**src/rtl/boot_loader.sv**
```systemverilog
// Boot loader: SPI mode-0 initiator that reads a length-prefixed image from an
// EEPROM and writes it word by word into SRAM through the boot port.
module boot_loader #(
    parameter int          HALF_DIV   = 2,
    parameter logic [15:0] START_ADDR = 16'h0000,
    parameter logic [16:0] MAX_WORDS  = 17'h10000,
    parameter logic [7:0]  READ_CMD   = 8'h03
) (
    input  logic        clk,
    input  logic        rst,
    input  logic        spiSDI,
    output logic        spiSCK,
    output logic        spiSCS,
    output logic        spiSDO,
    output logic [15:0] bootAddr,
    output logic [15:0] bootData,
    output logic        bootWr,
    output logic        bootEn,
    output logic        isBooted
);

    localparam int                DIV_W    = $clog2(HALF_DIV);
    localparam logic [DIV_W-1:0]  DIV_LAST = DIV_W'(HALF_DIV - 1);
    localparam logic [23:0]       FRAME    = {READ_CMD, START_ADDR};

    typedef enum logic [2:0] {
        S_IDLE,
        S_CMD,
        S_HDR,
        S_DATA,
        S_FINISH,
        S_CLOSE,
        S_DONE
    } state_t;

    state_t             state_q, state_d;
    logic [DIV_W-1:0]   div_q, div_d;
    logic               sck_q, sck_d;
    logic               scs_q, scs_d;
    logic               sdo_q, sdo_d;
    logic [23:0]        frame_q, frame_d;
    logic [4:0]         bit_cnt_q, bit_cnt_d;
    logic [15:0]        shift_q, shift_d;
    logic [16:0]        n_words_q, n_words_d;
    logic [16:0]        word_cnt_q, word_cnt_d;
    logic               wr_pend_q, wr_pend_d;
    logic [15:0]        addr_q, addr_d;
    logic [15:0]        data_q, data_d;
    logic               wr_q, wr_d;
    logic               booted_q, booted_d;

    logic               running;
    logic               tick;
    logic               rise;
    logic               fall;
    logic [15:0]        sample_word;
    logic [16:0]        hdr_len;
    logic [16:0]        hdr_clamped;
    logic [16:0]        word_next;

    always_comb begin
        running     = (state_q == S_CMD) || (state_q == S_HDR) ||
                      (state_q == S_DATA) || (state_q == S_FINISH);
        tick        = running && (div_q == DIV_LAST);
        rise        = tick && !sck_q;
        fall        = tick && sck_q;
        sample_word = {shift_q[14:0], spiSDI};
        hdr_len     = {1'b0, sample_word};
        hdr_clamped = (hdr_len > MAX_WORDS) ? MAX_WORDS : hdr_len;
        word_next   = word_cnt_q + 17'd1;

        state_d    = state_q;
        div_d      = div_q;
        sck_d      = sck_q;
        scs_d      = scs_q;
        sdo_d      = sdo_q;
        frame_d    = frame_q;
        bit_cnt_d  = bit_cnt_q;
        shift_d    = shift_q;
        n_words_d  = n_words_q;
        word_cnt_d = word_cnt_q;
        wr_pend_d  = wr_pend_q;
        addr_d     = addr_q;
        data_d     = data_q;
        wr_d       = 1'b0;
        booted_d   = booted_q;

        // SCK free-runs through every active phase, including the wait for the final fall
        if (running) begin
            div_d = tick ? '0 : div_q + 1'b1;
            if (tick) sck_d = !sck_q;
        end

        case (state_q)
            S_IDLE: begin
                state_d   = S_CMD;
                scs_d     = 1'b0;
                sdo_d     = FRAME[23];
                frame_d   = FRAME;
                div_d     = '0;
                sck_d     = 1'b0;
                bit_cnt_d = '0;
            end
            S_CMD: begin
                if (fall) begin
                    frame_d = frame_q << 1;
                    if (bit_cnt_q == 5'd23) begin
                        sdo_d     = 1'b0;
                        bit_cnt_d = '0;
                        state_d   = S_HDR;
                    end else begin
                        sdo_d     = frame_q[22];
                        bit_cnt_d = bit_cnt_q + 5'd1;
                    end
                end
            end
            S_HDR: begin
                if (rise) begin
                    shift_d = sample_word;
                    if (bit_cnt_q == 5'd15) begin
                        bit_cnt_d  = '0;
                        n_words_d  = hdr_clamped;
                        word_cnt_d = '0;
                        state_d    = (hdr_clamped == 17'd0) ? S_FINISH : S_DATA;
                    end else begin
                        bit_cnt_d = bit_cnt_q + 5'd1;
                    end
                end
            end
            S_DATA: begin
                // strobe lands one cycle after the 16th sample; next rise is >= 2*HALF_DIV away
                if (wr_pend_q) begin
                    wr_d       = 1'b1;
                    addr_d     = word_cnt_q[15:0];
                    data_d     = shift_q;
                    word_cnt_d = word_next;
                    wr_pend_d  = 1'b0;
                    if (word_next == n_words_q) state_d = S_FINISH;
                end
                if (rise) begin
                    shift_d = sample_word;
                    if (bit_cnt_q == 5'd15) begin
                        bit_cnt_d = '0;
                        wr_pend_d = 1'b1;
                    end else begin
                        bit_cnt_d = bit_cnt_q + 5'd1;
                    end
                end
            end
            S_FINISH: begin
                if (fall) state_d = S_CLOSE;
            end
            S_CLOSE: begin
                scs_d    = 1'b1;
                booted_d = 1'b1;
                state_d  = S_DONE;
            end
            S_DONE: begin
                state_d = S_DONE;
            end
            default: state_d = S_IDLE;
        endcase
    end

    always_ff @(posedge clk) begin
        if (rst) begin
            state_q    <= S_IDLE;
            div_q      <= '0;
            sck_q      <= 1'b0;
            scs_q      <= 1'b1;
            sdo_q      <= 1'b0;
            frame_q    <= '0;
            bit_cnt_q  <= '0;
            shift_q    <= '0;
            n_words_q  <= '0;
            word_cnt_q <= '0;
            wr_pend_q  <= 1'b0;
            addr_q     <= '0;
            data_q     <= '0;
            wr_q       <= 1'b0;
            booted_q   <= 1'b0;
        end else begin
            state_q    <= state_d;
            div_q      <= div_d;
            sck_q      <= sck_d;
            scs_q      <= scs_d;
            sdo_q      <= sdo_d;
            frame_q    <= frame_d;
            bit_cnt_q  <= bit_cnt_d;
            shift_q    <= shift_d;
            n_words_q  <= n_words_d;
            word_cnt_q <= word_cnt_d;
            wr_pend_q  <= wr_pend_d;
            addr_q     <= addr_d;
            data_q     <= data_d;
            wr_q       <= wr_d;
            booted_q   <= booted_d;
        end
    end

    assign spiSCK   = sck_q;
    assign spiSCS   = scs_q;
    assign spiSDO   = sdo_q;
    assign bootAddr = addr_q;
    assign bootData = data_q;
    assign bootWr   = wr_q;
    assign bootEn   = wr_q;
    assign isBooted = booted_q;

endmodule

```
**config.mk**
```make
export PLATFORM = sky130hd
export DESIGN_NAME = boot_loader
export DESIGN_NICKNAME = d
export VERILOG_FILES = /design/src/rtl/boot_loader.sv
export SDC_FILE = /design/constraint.sdc
export NUM_CORES = 1
export LEC_CHECK = 0
export ABC_CLOCK_PERIOD_IN_PS = 4400
export BUFFER_PORTS_ARGS = -buffer_cell sky130_fd_sc_hd__buf_2
export CORE_MARGIN = 5
export CORE_UTILIZATION = 58
export DETAILED_ROUTE_END_ITERATION = 10
export GPL_ROUTABILITY_DRIVEN = 0
export HOLD_SLACK_MARGIN = 0.03
export PLACE_DENSITY = 0.76
export SLEW_MARGIN = 0
export SYNTH_ARGS = -nofsm -noshare
export SYNTH_HDL_FRONTEND = slang
export SYNTH_SLANG_ARGS = --single-unit
```
**constraint.sdc**
```tcl
create_clock -name clk -period 4.4 [get_ports clk]
set_input_delay 0.22 -clock clk [delete_from_list [all_inputs] [get_ports clk]]
set_output_delay 0.22 -clock clk [all_outputs]
set_load 0.01 [all_outputs]
```
# After elaboration in Yosys (flattened, before gate mapping)

Index checks and enable logic that the tools add are counted.

Bitwise logic cells: 1
Muxes and demuxes: 29
Reduce and logical (&&, ||, !) cells: 25
Equality and inequality tests: 17
Order comparisons: 1
Add/subtract/negate cells: 3

Operators with widths:

| cell                    | count |
|---|---|
| $mux W17                | 4 |
| $pmux W23 S2            | 1 |
| $pmux W17 S2            | 1 |
| $mux W3                 | 8 |
| $mux W23                | 1 |
| $mux W5                 | 4 |
| $pmux W3 S6             | 1 |
| $add A17 B1 Y17 const B | 1 |
| $eq A17 B17 Y1          | 1 |
| $gt A16 B17 Y1 const B  | 1 |
| $logic_not A17 Y1       | 1 |
| $pmux W5 S3             | 1 |
| $eq A3 B3 Y1 const B    | 3 |
| $ne A2 B1 Y1 const B    | 4 |
| $ne A2 B2 Y1 const B    | 4 |
| $reduce_and A2 Y1       | 4 |
| $reduce_or A2 Y1        | 4 |
| $reduce_and A7 Y1       | 1 |
| $eq A3 B2 Y1 const B    | 2 |
| $mux W1                 | 6 |
| $reduce_and A3 Y1       | 2 |
| $reduce_bool A2 Y1      | 3 |
| $add A5 B1 Y5 const B   | 1 |
| $eq A5 B4 Y1 const B    | 1 |
| 11 further kinds        | 16 |

Register bits after elaboration: 120
Input bits: 3
Word-level logic and storage cells: 91
Output and inout bits: 38

# Longest topological paths before layout

Word-level depth: 8
Mapped depth: 10
Gate-level depth less buffers: 10

# Least setup slack after synthesis

No wires, ideal clock.

Path kind: reg-to-reg
From: register bit_cnt_q[0]
To: register state_q[0]
Slack: 2252 ps
Library setup time: 116 ps
Clock period less this slack: 2148 ps
Arrival: 2031 ps
Cell stages (with the launch flop): 11
Path buffers: 0
Required time: 4284 ps
Path through: dfxtp_1 -> ha_1 -> nand3_1 -> inv_1 -> ha_1 -> nand4bb_1 -> a32oi_1 -> nand3_1 -> nor4_1 -> nand4_1 -> a41o_1

Longest elaborated chain between the ends: 3
Elaborated cells between the ends (all ways): 5
Those cells by class: eq/ne (4); reduce/logical (1)

RTL lines:

| item                                                | RTL line | source |
|---|---|---|
| from (decl)                                         | 42       | `logic [4:0] bit_cnt_q, bit_cnt_d;` |
| from (signal assigned)                              | 189      | `bit_cnt_q <= bit_cnt_d;` |
| $eq A5 B4 Y1 / $eq A5 B5 Y1 (equally long branches) | 120, 107 |  |
| $ne A2 B1 Y1 (no source line)                       | n/a      |  |
| $reduce_and A7 Y1 (no source line) *                | n/a      |  |
| to (signal assigned)                                | 183      | `state_q <= state_d;` |
| to (decl)                                           | 36       | `state_t state_q, state_d;` |

Mark *: on every way between the ends. The rest lies on a longest branch, timed or not.
A chain may end at the register's enable or synchronous reset.

# Worst setup path after layout

From: register state_q[1]
To: register word_cnt_q[14]

Longest elaborated chain between the ends: 8
Elaborated cells between the ends (all ways): 15
Those cells by class: eq/ne (7); mux (1); reduce/logical (7)

RTL lines:

| item                                                | RTL line | source |
|---|---|---|
| $eq A3 B1 Y1 / $eq A3 B2 Y1 (equally long branches) | 62, 94   |  |
| $logic_or A1 B1 Y1 (2 in a row)                     | 62       | `running = (state_q == S_CMD) \|\| (state_q == S_HDR) \|\|` |
| $logic_or A1 B1 Y1                                  | 63       | `(state_q == S_DATA) \|\| (state_q == S_FINISH);` |
| $logic_and A1 B1 Y1                                 | 64       | `tick = running && (div_q == DIV_LAST);` |
| $logic_and A1 B1 Y1                                 | 65       | `rise = tick && !sck_q;` |
| $ne A2 B2 Y1 (no source line)                       | n/a      |  |
| $reduce_and A4 Y1 (no source line)                  | n/a      |  |
| to (signal assigned)                                | 192      | `word_cnt_q <= word_cnt_d;` |
| to (decl)                                           | 45       | `logic [16:0] word_cnt_q, word_cnt_d;` |

Several ways; a longest one is shown, not always the timed one.

==> results.toml <==
[run_status]
run_status = "finished clean"

[setup_path]
worstSetupEndpointType = "register"
cp_slowest_stage_delay_ps = 650
critical_path_required_ps = 4680
ff2ff_path_depth = 5
crit-reg2reg-launch = "state_q[1]$_SDFFE_PP0P_"
reg2reg_capture_point = "word_cnt_q[14]$_SDFFE_PP0P_"
cp_max_fo = 34
critPathArrivalTime_ps = 2990
timing.critical_path.slowest_stage_cell = "dfxtp_1"
r2r_slack_ps = 1690
worstPathCellList = "nor2b_1 -> nand3_2 -> nor2_1 -> a31oi_1 -> a311oi_1"
worst-setup-path-type = "reg -> reg"
startpoint_type = "register"

[synthesis]
yosys_warnings = 0
part_of_the_yosys_area_used_for_sequential_elements_pct = 44.1
synth_enable_flop_cells = 0
synthesis.area_per_instance_um2 = 7.97
ys.flop_type = "dfxtp_1"
netlist_instances = 587
synth.net_count = 594
ys_ff_latch = 103
syn_area_um2 = 4680
ys_async_sr_fraction_pct = 0
synth_cell_types = 54

[floorplan]
initial_utilization_pct = 59.9
io-pin-count = 41
fp.dieW_um = 99.8
area_of_the_die_um2 = 9960
coreArea_um2 = 7810
floorplan.rows = 32
dieHeight_um = 99.8

[cts]
cts_resized = 0
clock_tree.root_cell = "clkbuf_8"
h-tree-depth = 3
count_of_clock_tree_sinks = 103
clk-insertion-delay-late_ps = 370
postCtsSetupRepairBufs = 0
cts.path.max_buffers = 2
clk_pin_slew_worst_paths_ps = 100
cts_tree = "built"
cts_made_buffers = 9
cts-hold-fix-buffers = 0

[global_route]
wire_length_of_the_first_global_routing_pass_um = 18100
antenna_found_initial = 0
first_global_vias = 3747
grt.total_usage_pct = 22.1
gr-total-overflow = 0
maximum_number_of_pins_on_one_net_before_global_route_repair = 53

[timing]
finalHoldViolCount = 0
setup_violations = 0
final-max-slew-violation-count = 0
layout_min_cycle_time_ps = 2710
max-slew-margin-rel_pct = 34.7
max_clock_freq_ghz = 0.369
unrepaired_setup_endpoints_after_global_routing = "no"
fin_tns_setup_ps = 0
worst_pin_slew_ps = 980
final.setup.worst_slack_ps = 1690
layout_worst_path_cycle_share_pct = 61.6
tightest_hold_margin_ps = 119
fin_worst_skew_ps = 7.74

[drt]
detailroute.via_count = 4060
detail_route.first_pass.iterations = 5
drc = 0
dr.first_iter.drc_count = 268
route.final.wire_length_um = 10700
drt.antenna.violating_nets = 0
wl_per_cell_um = 15.3
route.detailed.vias_per_inst = 5.79

[min_path]
timing.hold.worst_endpoint = "shift_q[0]$_SDFFE_PP0P_"
worstHoldStart = "spiSDI"
worst_hold_stages = 3
hold_path.class = "in -> reg"

[placed_design]
post-place-ws_ps = 1710
place_hpwl_um = 7150
io_buffer_count = 40
dpl_cell_area_um2 = 4830

[finish]
finalInstanceArea_um2 = 5050
antenna_cells = 0
fillCellCount = 694
nNetsFinal = 601
layout-drive-gt1-share_pct = 11.4
area_overhead_vs_synth_pct = 7.97

[power_and_ir_drop]
power_per_cell_area_nw_per_um2 = 395
worst_vdd_ir_uv = 260
total_power_consumption_uw = 2000
power_leakage_uw = 0.00197

[run]
cap_violations = 0
[flip-flops by register name (all words and copies together), names as in the netlist, 3 cells and up]
signal and flops:
shift_q 16, bootAddr 16, bit_cnt_q 5, bootData 16, n_words_q 16, frame_q 7
state_q 3, word_cnt_q 17
[cell families after synthesis]
logic type      count (synthesis)  share of synthesized area [%]
simple gates                  256                           25.1
compound gates                126                           16.0
flops                         103                           44.1
buf+inv                        55                           5.21
xor+xnor                       25                           4.68
mux                            18                           3.88
fa+ha+maj                       4                           1.07
[cell type report]
cell class	instances	area, um^2	area share, %
multi-input cells	429	2380	47.1
clock inverters	7	100	1.98
well taps	102	128	2.53
clock buffers	9	124	2.45
repair buffers	45	238	4.71
flip-flops and latches	103	2060	40.8
inverters	6	22.5	0.446
[synth_stat cells (8+ instances only)]
library cell | instances | share of area (%)
a21oi_1 | 73 | 7.8
buf_2 | 12 | 1.3
clkbuf_1 | 30 | 2.4
dfxtp_1 | 103 | 44
mux2i_1 | 17 | 3.6
nand2_1 | 120 | 9.6
nand3_1 | 15 | 1.6
nand4_1 | 13 | 1.7
nor2_1 | 55 | 4.4
nor3_1 | 9 | 0.96
nor4_1 | 8 | 1.1
o21ai_0 | 15 | 1.6
xnor2_1 | 13 | 2.4
xor2_1 | 12 | 2.2
[through the flow]
| step | cells | util, % |
|---|---|---|
| floorplan | 587 | - |
| global placement | 685 | 61.8 |
| detailed placement | 685 | 61.8 |
| CTS | 701 | 64.7 |
| global route | 701 | 64.7 |
| finish | 701 | 64.7 |
[critical path: cells and delay by family (launching register included)]
family	cells	cell delay, ps
DFF	1	650
and+or+nand+nor	3	1590
AOI/OAI and AO/OA	2	370
[worst max-delay path by stage]
stage	start	cells past startpoint	slack, ps	end
CTS	state_q[1]$_SDFFE_PP0P_	5	1690	word_cnt_q[10]$_SDFFE_PP0P_
global placement	state_q[1]$_SDFFE_PP0P_	7	1840	word_cnt_q[11]$_SDFFE_PP0P_
floorplan	bit_cnt_q[0]$_SDFFE_PP0P_	10	2250	state_q[0]$_SDFFE_PP0P_
finish	state_q[1]$_SDFFE_PP0P_	5	1690	word_cnt_q[14]$_SDFFE_PP0P_
detailed placement	state_q[1]$_SDFFE_PP0P_	5	1710	word_cnt_q[10]$_SDFFE_PP0P_
global route	state_q[1]$_SDFFE_PP0P_	5	1290	word_cnt_q[14]$_SDFFE_PP0P_
[report_power, final]
| part | switching (uW) | internal [uW] | total [uW] |
|---|---|---|---|
| clock | 340 | 328 | 667 |
| sequential | 58.1 | 967 | 1030 |
| combinational | 192 | 111 | 303 |
[layer usage]
layer | up-vias | track usage [%] | share of wire [%]
met4 | 0 | 8.19 | 2.2
met3 | 26 | 4.66 | 5.1
met1 | 1874 | 30.5 | 47
met2 | 122 | 34.2 | 46
met5 | - | 0 | 0
li1 | 2038 | - | -
[cells in the final DEF, fill, tap and decap left out, types with 12 or more instances in the layout]
| master | instances |
|---|---|
| nand2_1 | 120 |
| dfxtp_1 | 103 |
| a21oi_1 | 73 |
| nor2_1 | 55 |
| buf_2 | 40 |
| mux2i_1 | 17 |
| o21ai_0 | 15 |
| nand3_1 | 14 |
| nand4_1 | 13 |
| xnor2_1 | 13 |
| xor2_1 | 12 |
Power figures use the tool's default switching activity.
